===== src/rtl/seg_addsub_unit.sv =====
// Multi-cycle adder/subtractor: one SEG_W-bit segment per clock, carry held in a register.
// Optional: define ADDER_SAT_EN to saturate Sum on signed overflow.
module seg_addsub_unit #(
    parameter int WIDTH = 32,
    parameter int SEG_W = 8
) (
    input  logic             clk,
    input  logic             rst,
    input  logic             In_valid,
    output logic             In_ready,
    input  logic [WIDTH-1:0] Num_1,
    input  logic [WIDTH-1:0] Num_2,
    input  logic             Cin,
    input  logic             Sub,
    output logic             Out_valid,
    input  logic             Out_ready,
    output logic [WIDTH-1:0] Sum,
    output logic             Cout,
    output logic             OV,
    output logic             ZF,
    output logic             NF,
    output logic             CF,
    output logic             Busy
);

    localparam int NSEG  = WIDTH / SEG_W;
    localparam int IDX_W = (NSEG > 1) ? $clog2(NSEG) : 1;

    typedef enum logic [1:0] {IDLE, RUN, DONE} state_t;

    typedef struct packed {
        logic [WIDTH-1:0] a;
        logic [WIDTH-1:0] b;   // already inverted for subtract
        logic             sub;
    } op_t;

    state_t           state;
    op_t              op;
    logic             carry;
    logic [IDX_W-1:0] seg_idx;
    logic [WIDTH-1:0] work_sum;

    int               seg_base;
    logic [SEG_W-1:0] seg_a, seg_b;
    logic [SEG_W:0]   seg_res;
    logic             last_seg, c_out, c_msb, ov;
    logic [WIDTH-1:0] full_sum, res_sum;

    always_comb begin
        seg_base = int'(seg_idx) * SEG_W;
        seg_a    = op.a[seg_base +: SEG_W];
        seg_b    = op.b[seg_base +: SEG_W];
        seg_res  = {1'b0, seg_a} + {1'b0, seg_b} + {{SEG_W{1'b0}}, carry};
        last_seg = (seg_idx == IDX_W'(NSEG - 1));
        c_out    = seg_res[SEG_W];
        // sum bit = a ^ b ^ carry_in, so the carry into the MSB falls out directly
        c_msb    = seg_res[SEG_W-1] ^ seg_a[SEG_W-1] ^ seg_b[SEG_W-1];
        ov       = c_msb ^ c_out;
        full_sum = work_sum;
        full_sum[seg_base +: SEG_W] = seg_res[SEG_W-1:0];
        res_sum  = full_sum;
`ifdef ADDER_SAT_EN
        if (ov)
            res_sum = op.a[WIDTH-1] ? {1'b1, {(WIDTH-1){1'b0}}} : {1'b0, {(WIDTH-1){1'b1}}};
`endif
    end

    assign In_ready = (state == IDLE);
    assign Busy     = (state != IDLE);

    always_ff @(posedge clk or posedge rst) begin
        if (rst) begin
            state     <= IDLE;
            op        <= '0;
            carry     <= 1'b0;
            seg_idx   <= '0;
            work_sum  <= '0;
            Sum       <= '0;
            Cout      <= 1'b0;
            OV        <= 1'b0;
            ZF        <= 1'b0;
            NF        <= 1'b0;
            CF        <= 1'b0;
            Out_valid <= 1'b0;
        end else begin
            case (state)
                IDLE: begin
                    if (In_valid) begin
                        op.a     <= Num_1;
                        op.b     <= Sub ? ~Num_2 : Num_2;
                        op.sub   <= Sub;
                        carry    <= Sub ? ~Cin : Cin;
                        seg_idx  <= '0;
                        work_sum <= '0;
                        state    <= RUN;
                    end
                end
                RUN: begin
                    carry    <= c_out;
                    work_sum <= full_sum;
                    if (last_seg) begin
                        Sum       <= res_sum;
                        Cout      <= c_out;
                        OV        <= ov;
                        ZF        <= (res_sum == '0);
                        NF        <= res_sum[WIDTH-1];
                        CF        <= op.sub ? ~c_out : c_out;
                        Out_valid <= 1'b1;
                        state     <= DONE;
                    end else begin
                        seg_idx <= seg_idx + 1'b1;
                    end
                end
                DONE: begin
                    if (Out_ready) begin
                        Out_valid <= 1'b0;
                        state     <= IDLE;
                    end
                end
                default: state <= IDLE;
            endcase
        end
    end

endmodule


===== config.mk =====
export PLATFORM = sky130hd
export DESIGN_NAME = seg_addsub_unit
export DESIGN_NICKNAME = d
export VERILOG_FILES = /design/src/rtl/seg_addsub_unit.sv
export SDC_FILE = /design/constraint.sdc
export NUM_CORES = 1
export LEC_CHECK = 0
export CAP_MARGIN = 5
export CORE_MARGIN = 10
export CORE_UTILIZATION = 58
export DETAILED_ROUTE_END_ITERATION = 12
export PLACE_DENSITY = 0.95
export SLEW_MARGIN = 25
export SYNTH_ARGS = -nofsm -noshare
export SYNTH_HDL_FRONTEND = slang
export SYNTH_SLANG_ARGS = --single-unit

===== constraint.sdc =====
create_clock -name clk -period 7.9 [get_ports clk]
set_input_delay 1.58 -clock clk [delete_from_list [all_inputs] [get_ports clk]]
set_output_delay 1.58 -clock clk [all_outputs]
set_load 0.01 [all_outputs]

==> metrics.md <==
| Metric | Value |
|---|---|
| Skew-Pair Late Insertion Delay | roughly 0.43 ns |
| Post-synth top area share | a little over 50% |
| Root buffer cell | clkbuf_16 |
| H-tree levels | 4 |
| Postcts setup bufs | 0 |
| Slowest cell on the critical path | dfrtp_1 |
| Final total negative setup slack | 0 ns |
| Final count of pins violating max slew | 0 |
| Cell-by-cell trace of the critical path | mux4_2 -> fa_1 -> inv_1 -> fa_1 -> nand2b_1 -> a211oi_1 -> o31a_1 -> nor3_2 -> a2bb2oi_1 -> o41ai_2 |
| Number of enable-type register cells in the synthesized netlist | 0 |
| Post-synthesis cell area | approximately 6800 um^2 |
| Global-route wire length before repair | 28.8 mm |
| Asr flop ratio synth | 100% |
| Clock Skew | just under 0.009 ns |
| Cell type with the highest aggregate area in the netlist | dfrtp_1 |
| Remaining global-route overflow | 0 |
| Largest driver fanout on the critical path | 21 |
| Post-cts sizing count | 0 |
| Effective utilization at floorplan | roughly three fifths |
| Total routing resource utilization after global routing | a little over a fifth |
| Hold buffer count at CTS | 0 |
| Pin slew with the least headroom to its limit | between 0.9 and 1 ns |
| Final hold vios | 0 |
| Unrepaired setup endpoints after global routing | no |
| Grt met2 use | a little over a third |
| Full die area | roughly 16,000 um^2 |
| Router iterations before antenna repair | 6 |
| Status | complete, no violations |
| Cell types occupying the most area after synthesis | dfrtp_1 (51%), mux2_1 (5.5%), mux4_2 (5.3%) |
| Number of placement rows | 39 |
| Post-detailed-routing wire length | roughly 18 mm |
| F_max | about 0.25 GHz |
| Number of antenna violations at the first check in global routing | 0 |
| Number of global-route vias before repair | around 5.5k |
| TritonCTS clock tree | yes |
| Part of the Yosys area used for sequential elements | between 50 and 60% |
| Worst-case clock buffer depth | 2 |
| GR Util met3 | about 6.3% |
| IO buf count | between 100 and 150 |
| Placeable core region | 11,500 um^2 |
| Area delta synth->final | 26.4% |
| Height of the die | between 100 and 150 um |
| Sink Count | ~140 |
| Arrival time reported for the critical path endpoint | 4.24 ns |
| Fin crit share | ~50% |
| Cts bufs inserted | 17 |
| Number of distinct library cell variants in the gate-level netlist after synthesis | 52 |
| Worst slew margin relative to its limit | about a third |
| Max capacitance violation total | 0 |
| Cell count after synthesis | 611 |
| Leading register cell type out of synthesis | dfrtp_1 |
| Chip Width | between 100 and 150 um |
| YS warnings | 0 |
| Number of DRC markers in iteration 0 | 576 |
| DRC violation count after routing | 0 |
| Layout cells sized above 1 | under 10% |
| Routability congestion estimate | between 0.9 and 1 |
| Number of vias in the routed layout | roughly 5.4k |
| Type of the setup path with the least slack | reg -> reg |
| Final nets | approximately 800 |
| Minimum clock period | approximately 3.9 ns |
| Post-DRT Antenna Nets | 0 |
| Vias per std cell | roughly 6.3 |
| Most used cell, CP | fa_1 |
| Post-DP HPWL | around 12 mm |
| Number of antenna cells inserted | 0 |
| Worst hold path class | reg -> reg |
| Met1 usage in global routing | around 27% |
| Final setup violating endpoints | 0 |
| Layer carrying the most global-route usage | met2 |
| Syn Area/Cell | 11.1 um^2 |
| Critical path capture point type | flop |
| Clock transition time at the flip-flop clock pins of the worst setup and hold paths | 0.06 ns |
| Required time at the worst-slack endpoint | between 8 and 9 ns |
| Number of top-level pins | 110 |
| Pin count of the biggest net entering global routing | 99 |
| Average detailed-routed wire length per instance | 21.2 um |
| Maximum cell stage delay along the critical path | ~0.89 ns |
| Syn Nets | 696 |
| Number of register bits inferred by synthesis | ~140 |
| Launching element type of the critical path | flop |
| Setup slack on the worst flop-to-flop path | 3.96 ns |
[logic make-up (layout without fill, tap and decap cells)]
group           count (synthesis)  after routing  synth area share [%]
fa+ha+maj                      15             15                  2.98
flops                         139            139                  51.1
simple gates                  136            136                  9.72
compound gates                167            167                  15.6
xor+xnor                       41             41                  5.59
buf+inv                        59            165                  3.49
mux                            54             54                  11.5
[routing by layer]
| layer | routed length (um) | vias to the layer above |
|---|---|---|
| li1 | - | 2357 |
| met1 | 7110 | 2629 |
| met2 | 8920 | 352 |
| met3 | 1620 | 81 |
| met4 | 617 | 0 |
| met5 | 0 | - |
[stage by stage]
step / instance area (um^2) / hold WS (ns) / std cells / utilization [%] / worst slack (ns)
2_1_floorplan: 6810 / 0.447 / 611 / - / 2.60
3_3_place_gp: 7950 / 0.459 / 827 / 69.3 / 4.25
3_5_place_dp: 7950 / 0.471 / 827 / 69.3 / 4.04
4_1_cts: 8570 / 0.484 / 859 / 74.8 / 4.00
5_1_grt: 8610 / 0.502 / 860 / 75.1 / 3.80
6_report: 8610 / 0.481 / 860 / 75.1 / 3.96
[state kept, by name, indices dropped and copies added (netlist names)]
signal     cells
seg_idx        2
state          2
work_sum      32
Sum           32
Cout           1
ZF             1
carry          1
CF             1
OV             1
Out_valid      1
op            65
[layout make-up]
| cell class | instances | area (um^2) |
|---|---|---|
| inverter | 18 | 70.1 |
| multi-input combinational | 413 | 3100 |
| timing repair buffer | 115 | 1150 |
| clock buffer | 19 | 433 |
| clock inverter | 13 | 194 |
| tap | 143 | 179 |
| sequential | 139 | 3480 |
| fill | 716 | 2860 |
[synthesized netlist by cell type (3+ instances only)]
| library cell | instances |
|---|---|
| dfrtp_1 | 139 |
| a21oi_1 | 54 |
| nand2_1 | 45 |
| nor2_1 | 43 |
| xnor2_1 | 37 |
| mux2_1 | 33 |
| a22o_1 | 30 |
| o21ai_1 | 28 |
| clkbuf_1 | 26 |
| o21ai_0 | 21 |
| a22oi_1 | 17 |
| inv_1 | 17 |
| mux4_2 | 16 |
| nor2b_1 | 16 |
| ha_1 | 13 |
| buf_2 | 7 |
| buf_1 | 6 |
| and2_1 | 5 |
| nor3_1 | 5 |
| nor4_1 | 4 |
| o2111ai_1 | 4 |
| mux2_2 | 3 |
| nor4bb_1 | 3 |
| or4_1 | 3 |
[worst max-delay path, delay by kind of cell (launching register included)]
family / cells / cell delay, ns
mux: 1 / 0.43
flops: 1 / 0.89
simple gates: 2 / 0.81
buf+inv: 1 / 0.12
compound gates: 4 / 0.88
fa+ha+maj: 2 / 0.68
[final timing paths]
kind                                              from                    end  depth (start not counted)
worst min-delay path               Sum[26]$_DFFE_PP0P_    Sum[26]$_DFFE_PP0P_                          2
worst max-delay path            seg_idx[1]$_DFFE_PP0P_         ZF$_DFFE_PP0P_                         10
worst min register to register     Sum[26]$_DFFE_PP0P_    Sum[26]$_DFFE_PP0P_                          2
max in group asynchronous                          rst   state[0]$_DFFE_PP0P_                          3
min in group asynchronous                          rst  Out_valid$_DFFE_PP0P_                          2
worst max register to register  seg_idx[1]$_DFFE_PP0P_         ZF$_DFFE_PP0P_                         10
[cell usage in the layout, fill, tap and decap left out, types with 16 or more instances in the layout]
cell             Yosys  final
a22oi_1             17     17
mux4_2              16     16
a22o_1              30     30
a21oi_1             54     54
clkdlybuf4s50_1      0    108
mux2_1              33     33
nand2_1             45     45
xnor2_1             37     36
o21ai_1             28     28
nor2_1              43     43
inv_1               17     16
nor2b_1             16     16
o21ai_0             21     21
dfrtp_1            139    139
clkbuf_16            0     17
Power is not shown: default switching activity piles up to over one toggle a cycle in this logic, so the estimate is an artifact.
